==> src/rtl/sbox_arb_pkg.sv <==
// Shared encodings, default widths and helpers for the S-box BRAM arbiter.
package sbox_arb_pkg;

    localparam logic [1:0] ST_INIT  = 2'd0;
    localparam logic [1:0] ST_RUN   = 2'd1;
    localparam logic [1:0] ST_DRAIN = 2'd2;

    localparam int DEF_NUM_REQ  = 4;
    localparam int DEF_ADDR_W   = 10;
    localparam int DEF_DATA_W   = 8;
    localparam int DEF_BRAM_LAT = 2;
    localparam int DEF_INIT_CYC = 2;

    // Bits needed to index n items; never below 1 so ports stay legal for n <= 2.
    function automatic int clog2(input int n);
        int w;
        w = 1;
        while ((1 << w) < n) w++;
        return w;
    endfunction

endpackage

==> src/rtl/sbox_rr_pick2.sv <==
// Two-grant cyclic picker: first and second requesting index scanning from ptr.
module sbox_rr_pick2
    import sbox_arb_pkg::*;
#(
    parameter int NUM_REQ = DEF_NUM_REQ,
    parameter int TAG_W   = clog2(DEF_NUM_REQ)
) (
    input  logic [NUM_REQ-1:0] req,
    input  logic [TAG_W-1:0]   ptr,
    output logic [NUM_REQ-1:0] gnt_a,
    output logic [NUM_REQ-1:0] gnt_b,
    output logic               vld_a,
    output logic               vld_b,
    output logic [TAG_W-1:0]   idx_a,
    output logic [TAG_W-1:0]   idx_b
);

    always_comb begin
        gnt_a = '0;
        gnt_b = '0;
        vld_a = 1'b0;
        vld_b = 1'b0;
        idx_a = '0;
        idx_b = '0;
        for (int k = 0; k < NUM_REQ; k++) begin
            int j;
            logic [TAG_W-1:0] jj;
            j = int'(ptr) + k;
            if (j >= NUM_REQ) j = j - NUM_REQ;
            jj = TAG_W'(j);
            if (req[jj]) begin
                if (!vld_a) begin
                    vld_a = 1'b1;
                    idx_a = jj;
                end else if (!vld_b) begin
                    vld_b = 1'b1;
                    idx_b = jj;
                end
            end
        end
        gnt_a[idx_a] = vld_a;
        gnt_b[idx_b] = vld_b;
    end

endmodule

==> src/rtl/sbox_bram_arbiter.sv <==
// Shares one dual-port S-box BRAM among NUM_REQ requesters with tagged, in-order responses.
// Define SBOX_ARB_PRIO_EN to give requester 0 fixed priority on port A.
module sbox_bram_arbiter
    import sbox_arb_pkg::*;
#(
    parameter int NUM_REQ  = DEF_NUM_REQ,
    parameter int ADDR_W   = DEF_ADDR_W,
    parameter int DATA_W   = DEF_DATA_W,
    parameter int BRAM_LAT = DEF_BRAM_LAT,
    parameter int INIT_CYC = DEF_INIT_CYC
) (
    input  logic                      clk,
    input  logic                      rst_n,
    input  logic [NUM_REQ-1:0]        req_valid,
    input  logic [NUM_REQ*ADDR_W-1:0] req_addr,
    output logic [NUM_REQ-1:0]        req_ready,
    output logic [NUM_REQ-1:0]        rsp_valid,
    output logic [NUM_REQ*DATA_W-1:0] rsp_data,
    input  logic                      flush_req,
    output logic                      flush_done,
    output logic                      busy,
    output logic [ADDR_W-1:0]         bram_addra,
    output logic [ADDR_W-1:0]         bram_addrb,
    output logic                      bram_en,
    output logic                      bram_rst,
    input  logic [DATA_W-1:0]         bram_doa,
    input  logic [DATA_W-1:0]         bram_dob
);

    localparam int TAG_W  = clog2(NUM_REQ);
    localparam int CNT_W  = clog2(2 * BRAM_LAT + 1);
    localparam int INIT_W = clog2(INIT_CYC + 1);
    localparam int LAST   = BRAM_LAT - 1;
`ifdef SBOX_ARB_PRIO_EN
    localparam logic [TAG_W-1:0] PTR_RST = TAG_W'(1);
`else
    localparam logic [TAG_W-1:0] PTR_RST = '0;
`endif

    logic [1:0]         state;
    logic [INIT_W-1:0]  init_cnt;
    logic [TAG_W-1:0]   rr_ptr, next_ptr, last_idx;
    logic               drained;
    logic               grant_en;
    logic [CNT_W-1:0]   in_flight;
    logic [NUM_REQ-1:0] pick_req, p_gnt_a, p_gnt_b, gnt_a, gnt_b, rsp_valid_nxt;
    logic               p_vld_a, p_vld_b, vld_a, vld_b;
    logic [TAG_W-1:0]   p_idx_a, p_idx_b, idx_a, idx_b;
    logic [ADDR_W-1:0]  addr_a, addr_b;
    logic               vld_a_p [BRAM_LAT];
    logic               vld_b_p [BRAM_LAT];
    logic [TAG_W-1:0]   id_a_p  [BRAM_LAT];
    logic [TAG_W-1:0]   id_b_p  [BRAM_LAT];

`ifdef SBOX_ARB_PRIO_EN
    assign pick_req = req_valid & ~NUM_REQ'(1);
`else
    assign pick_req = req_valid;
`endif

    sbox_rr_pick2 #(.NUM_REQ(NUM_REQ), .TAG_W(TAG_W)) u_pick (
        .req   (pick_req),
        .ptr   (rr_ptr),
        .gnt_a (p_gnt_a),
        .gnt_b (p_gnt_b),
        .vld_a (p_vld_a),
        .vld_b (p_vld_b),
        .idx_a (p_idx_a),
        .idx_b (p_idx_b)
    );

    always_comb begin
        gnt_a = p_gnt_a;
        gnt_b = p_gnt_b;
        vld_a = p_vld_a;
        vld_b = p_vld_b;
        idx_a = p_idx_a;
        idx_b = p_idx_b;
`ifdef SBOX_ARB_PRIO_EN
        // Requester 0 preempts port A; the round-robin winner slides to port B.
        if (req_valid[0]) begin
            gnt_a = NUM_REQ'(1);
            vld_a = 1'b1;
            idx_a = '0;
            gnt_b = p_gnt_a;
            vld_b = p_vld_a;
            idx_b = p_idx_a;
        end
`endif
    end

    assign grant_en  = (state == ST_RUN) && !flush_req;
    assign req_ready = grant_en ? (gnt_a | gnt_b) : '0;

    always_comb begin
        last_idx = vld_b ? idx_b : idx_a;
`ifdef SBOX_ARB_PRIO_EN
        if (last_idx == '0)
            next_ptr = rr_ptr;
        else if (int'(last_idx) == NUM_REQ - 1)
            next_ptr = TAG_W'(1);
        else
            next_ptr = last_idx + 1'b1;
`else
        if (int'(last_idx) == NUM_REQ - 1)
            next_ptr = '0;
        else
            next_ptr = last_idx + 1'b1;
`endif
    end

    always_comb begin
        addr_a = '0;
        addr_b = '0;
        for (int i = 0; i < NUM_REQ; i++) begin
            if (idx_a == TAG_W'(i)) addr_a = req_addr[i*ADDR_W +: ADDR_W];
            if (idx_b == TAG_W'(i)) addr_b = req_addr[i*ADDR_W +: ADDR_W];
        end
    end

    always_comb begin
        in_flight = '0;
        for (int i = 0; i < BRAM_LAT; i++)
            in_flight = in_flight + CNT_W'(vld_a_p[i]) + CNT_W'(vld_b_p[i]);
    end

    assign busy = (state != ST_RUN) || (in_flight != '0);

    always_ff @(posedge clk or negedge rst_n) begin
        if (!rst_n) begin
            state      <= ST_INIT;
            init_cnt   <= '0;
            bram_en    <= 1'b0;
            bram_rst   <= 1'b1;
            drained    <= 1'b0;
            flush_done <= 1'b0;
            rr_ptr     <= PTR_RST;
        end else begin
            bram_en    <= 1'b1;
            flush_done <= 1'b0;
            case (state)
                ST_INIT: begin
                    init_cnt <= init_cnt + 1'b1;
                    if (init_cnt == INIT_W'(INIT_CYC - 1)) begin
                        state    <= ST_RUN;
                        bram_rst <= 1'b0;
                    end
                end
                ST_RUN: begin
                    if (flush_req) begin
                        state   <= ST_DRAIN;
                        drained <= 1'b0;
                    end
                end
                ST_DRAIN: begin
                    // Pulse once per drain even if flush_req is held afterwards.
                    if (in_flight == '0) begin
                        flush_done <= !drained;
                        drained    <= 1'b1;
                        if (!flush_req) state <= ST_RUN;
                    end
                end
                default: begin
                    state    <= ST_INIT;
                    init_cnt <= '0;
                    bram_rst <= 1'b1;
                end
            endcase
            if (grant_en && vld_a) rr_ptr <= next_ptr;
        end
    end

    // Stage p0: address launch and tag entry
    always_ff @(posedge clk or negedge rst_n) begin
        if (!rst_n) begin
            bram_addra <= '0;
            bram_addrb <= '0;
            for (int i = 0; i < BRAM_LAT; i++) begin
                vld_a_p[i] <= 1'b0;
                vld_b_p[i] <= 1'b0;
                id_a_p[i]  <= '0;
                id_b_p[i]  <= '0;
            end
        end else begin
            if (grant_en && vld_a) bram_addra <= addr_a;
            if (grant_en && vld_b) bram_addrb <= addr_b;
            vld_a_p[0] <= grant_en && vld_a;
            vld_b_p[0] <= grant_en && vld_b;
            id_a_p[0]  <= idx_a;
            id_b_p[0]  <= idx_b;
            for (int i = 1; i < BRAM_LAT; i++) begin
                vld_a_p[i] <= vld_a_p[i-1];
                vld_b_p[i] <= vld_b_p[i-1];
                id_a_p[i]  <= id_a_p[i-1];
                id_b_p[i]  <= id_b_p[i-1];
            end
        end
    end

    always_comb begin
        rsp_valid_nxt = '0;
        if (vld_a_p[LAST]) rsp_valid_nxt[id_a_p[LAST]] = 1'b1;
        if (vld_b_p[LAST]) rsp_valid_nxt[id_b_p[LAST]] = 1'b1;
    end

    // Stage p2: response capture from the BRAM output registers
    always_ff @(posedge clk or negedge rst_n) begin
        if (!rst_n) begin
            rsp_valid <= '0;
            rsp_data  <= '0;
        end else begin
            rsp_valid <= rsp_valid_nxt;
            for (int i = 0; i < NUM_REQ; i++) begin
                if (vld_a_p[LAST] && id_a_p[LAST] == TAG_W'(i))
                    rsp_data[i*DATA_W +: DATA_W] <= bram_doa;
                else if (vld_b_p[LAST] && id_b_p[LAST] == TAG_W'(i))
                    rsp_data[i*DATA_W +: DATA_W] <= bram_dob;
            end
        end
    end

endmodule

==> config.mk <==
export PLATFORM = sky130hd
export DESIGN_NAME = sbox_bram_arbiter
export DESIGN_NICKNAME = d
export VERILOG_FILES = /design/src/rtl/sbox_arb_pkg.sv /design/src/rtl/sbox_rr_pick2.sv /design/src/rtl/sbox_bram_arbiter.sv
export SDC_FILE = /design/constraint.sdc
export NUM_CORES = 1
export LEC_CHECK = 0
export BUFFER_PORTS_ARGS = -buffer_cell sky130_fd_sc_hd__buf_2
export CAP_MARGIN = 20
export CORE_MARGIN = 2
export CORE_UTILIZATION = 25
export DETAILED_ROUTE_END_ITERATION = 12
export SLEW_MARGIN = 15
export SYNTH_ARGS = -nofsm -noshare
export SYNTH_HDL_FRONTEND = slang
export SYNTH_SLANG_ARGS = --single-unit
==> constraint.sdc <==
create_clock -name clk -period 10.6 [get_ports clk]
set_input_delay 3.18 -clock clk [delete_from_list [all_inputs] [get_ports clk]]
set_output_delay 3.18 -clock clk [all_outputs]
set_load 0.05 [all_outputs]
==> impl_metrics.env <==
export IMPL_hold_violations=0
export IMPL_final_area_sq_um=5560
export IMPL_cts_buffers=9
export IMPL_layout_drive_gt1_share_pct=31.9
export IMPL_htreeDepth=3
export IMPL_fillers=1788
export IMPL_cts_resized=0
export IMPL_worst_endpoint_required_ns=7.42
export IMPL_start_kind="input port"
export IMPL_syn_nets=531
export IMPL_grt_pass1_vias=3406
export IMPL_rsz0062_at_grt="false"
export IMPL_ir_drop_mv=0.199
export IMPL_tns_ns=0
export IMPL_most_common_layout_cells="buf_2, dfrtp_1, nand2_1"
export IMPL_synth_edff_count=0
export IMPL_drv_slew=0
export IMPL_antenna_found_initial=0
export IMPL_final_common_cell="buf_2"
export IMPL_period_minus_slack_ns=9.32
export IMPL_r2r_start="rr_ptr[1]"
export IMPL_cp_max_fo=24
export IMPL_worst_endpoint_arrival_ns=6.14
export IMPL_diodes=0
export IMPL_hp_start="id_b_p[3]"
export IMPL_hold_class="reg2reg"
export IMPL_dr_total_vias=3734
export IMPL_setup_violations=0
export IMPL_pin_count=127
export IMPL_async_flop_share_pct=100
export IMPL_cts_tree="yes"
export IMPL_fin_worst_skew_ns=0.00899
export IMPL_drc_errors=0
export IMPL_io_buffer_count=126
export IMPL_die_area_sq_um=18900
export IMPL_finalCritPeriodShare_pct=87.9
export IMPL_overflow=0
export IMPL_ys_seq_area_share_pct=43.9
export IMPL_cts_buffer_depth=2
export IMPL_power_density_nw_per_um2=349
export IMPL_drtIter0Drc=154
export IMPL_gp_congestion=0.767
export IMPL_postCtsSetupRepairBufs=0
export IMPL_fp_row_count=48
export IMPL_ys_flop_type="dfrtp_1"
export IMPL_fmax_mhz=107
export IMPL_setup_worst_path_class="in2out"
export IMPL_cts_sinks=78
export IMPL_cts_hold_buffers=0
export IMPL_netlist_instances=459
export IMPL_syn_to_final_growth_pct=24.9
export IMPL_critPathLaunch="req_valid[2]"
export IMPL_nets=640
export IMPL_worst_pin_slew_ns=1.04
export IMPL_status="completed"
export IMPL_leakagePower_nw=2.68
export IMPL_grt_max_degree=79
export IMPL_die_x_um=137
export IMPL_vias_per_cell=4.68
export IMPL_synth_cell_area_sq_um=4450
export IMPL_ant_nets=0
export IMPL_holdWs_ns=0.347
export IMPL_ys_warn_count=0
export IMPL_clk_latency_ns=0.34
export IMPL_totalWireLength_mm=12.2
export IMPL_coreArea_sq_um=17400
export IMPL_finalWorstSetupSlack_ns=1.28
export IMPL_cap_violations=0
export IMPL_die_h_um=137
export IMPL_dp_hpwl_mm=8.31
export IMPL_avgSynthCellArea_sq_um=9.70
export IMPL_post_place_ws_ns=1.28
export IMPL_synth_seq_cells=78
export IMPL_max_slew_margin_pct=30.3
export IMPL_cts_root_buf="clkbuf_16"
export IMPL_endpoint_kind="output pin"
export IMPL_detailed_place_area_sq_um=5200
export IMPL_grt_use_total_pct=12.9
export IMPL_grt_first_pass_wirelength_mm=18.7
export IMPL_dr_pass1_iters=4
export IMPL_ys_types=55
export IMPL_initial_core_util_pct=25.7
export IMPL_holdPathStages=0
export IMPL_clkTransAtPathRegs_ns=0.06
export IMPL_post_drt_wl_per_cell_um=15.3
export IMPL_ff2ff_path_depth=11
-- layer usage --
metal | global-route usage, % | vias to the layer above | part of all wire, %
li1 | - | 1840 | -
met2 | 19.9 | 138 | 44
met4 | 3.09 | 0 | 0.92
met5 | 0 | - | 0
met3 | 3.35 | 9 | 6.7
met1 | 18.1 | 1747 | 48
-- power by group --
group          internal, mW  switching [mW]  leakage, nW  total [mW]
registers             0.432          0.0984        0.953       0.530
clock network         0.201           0.120        0.152       0.322
logic                 0.336           0.751         1.58        1.09
total                 0.969           0.970         2.68        1.94
-- critical path: stages --
cell	delay [ns]
buf_2	0.33
nor2b_1	0.12
or3_1	0.35
o21ai_0	0.11
ha_1	0.29
nor2b_1	0.14
a2111oi_2	0.34
a2bb2oi_4	0.15
buf_4	0.29
inv_1	0.30
o32ai_1	0.21
buf_2	0.33
-- cell usage after synthesis (3+ instances only) --
| cell | instances | area, sq um |
|---|---|---|
| nor2_1 | 13 | 48.8 |
| inv_1 | 15 | 56.3 |
| nand3b_1 | 4 | 30.0 |
| nand3_1 | 10 | 50.1 |
| o21ai_0 | 48 | 240 |
| or3_1 | 3 | 18.8 |
| mux2i_1 | 55 | 551 |
| nor2b_1 | 5 | 31.3 |
| buf_2 | 10 | 50.1 |
| o21ai_1 | 11 | 55.1 |
| nand2b_1 | 5 | 31.3 |
| ha_1 | 8 | 100 |
| buf_6 | 4 | 45.0 |
| nor3_1 | 6 | 30.0 |
| clkbuf_1 | 12 | 45.0 |
| nand2_1 | 74 | 278 |
| a21oi_1 | 8 | 40.0 |
| nor3b_1 | 4 | 30.0 |
| o22ai_1 | 10 | 62.6 |
| a31oi_1 | 12 | 75.1 |
| dfrtp_1 | 77 | 1930 |
| mux2_2 | 22 | 248 |
| buf_4 | 4 | 30.0 |
-- area by class of cell --
class                           count  area [sq um]  area share (%)
Clock buffer                       13           270            4.86
Clock inverter                      3          42.5           0.765
Sequential cell                    78          1950            35.1
Inverter                           16          61.3            1.10
Multi-Input combinational cell    333          2260            40.7
Tap cell                          225           282            5.06
Timing Repair Buffer              130           687            12.4
-- metrics by stage --
| stage | util (%) | std cells | total power [mW] |
|---|---|---|---|
| finish | 32.0 | 798 | 1.94 |
| CTS | 31.8 | 795 | 1.95 |
| global placement | 30.0 | 779 | 1.62 |
| detailed placement | 30.0 | 779 | 1.63 |
| floorplan | - | 459 | 1.39 |
| global route | 32.0 | 798 | 2.07 |
-- path summary, 6_finish.rpt --
check                           endpoint  slack (ns)
hold / removal                 id_b_p[1]        0.35
hold reg to reg                id_b_p[1]        0.35
min in group asynchronous     flush_done        2.74
setup / recovery            req_ready[2]        1.28
max in group asynchronous       bram_rst        7.24
setup reg to reg           bram_addra[8]        7.29
-- flip-flops by register name (all words and copies together) (netlist names), 4 cells and up --
register / cells
bram_addra: 10
bram_addrb: 10
id_a_p: 4
id_b_p: 4
rsp_data: 32
rsp_valid: 4
-- cell families after synthesis --
group / after synthesis / share of synthesized area, %
compound gates: 109 / 15.2
xor+xnor: 1 / 0.197
fa+ha+maj: 9 / 2.70
buf+inv: 48 / 5.62
flops: 78 / 43.9
mux: 77 / 17.9
other cells: 1 / 0.0842
simple gates: 136 / 14.4
(Power assumes the default switching activity.)
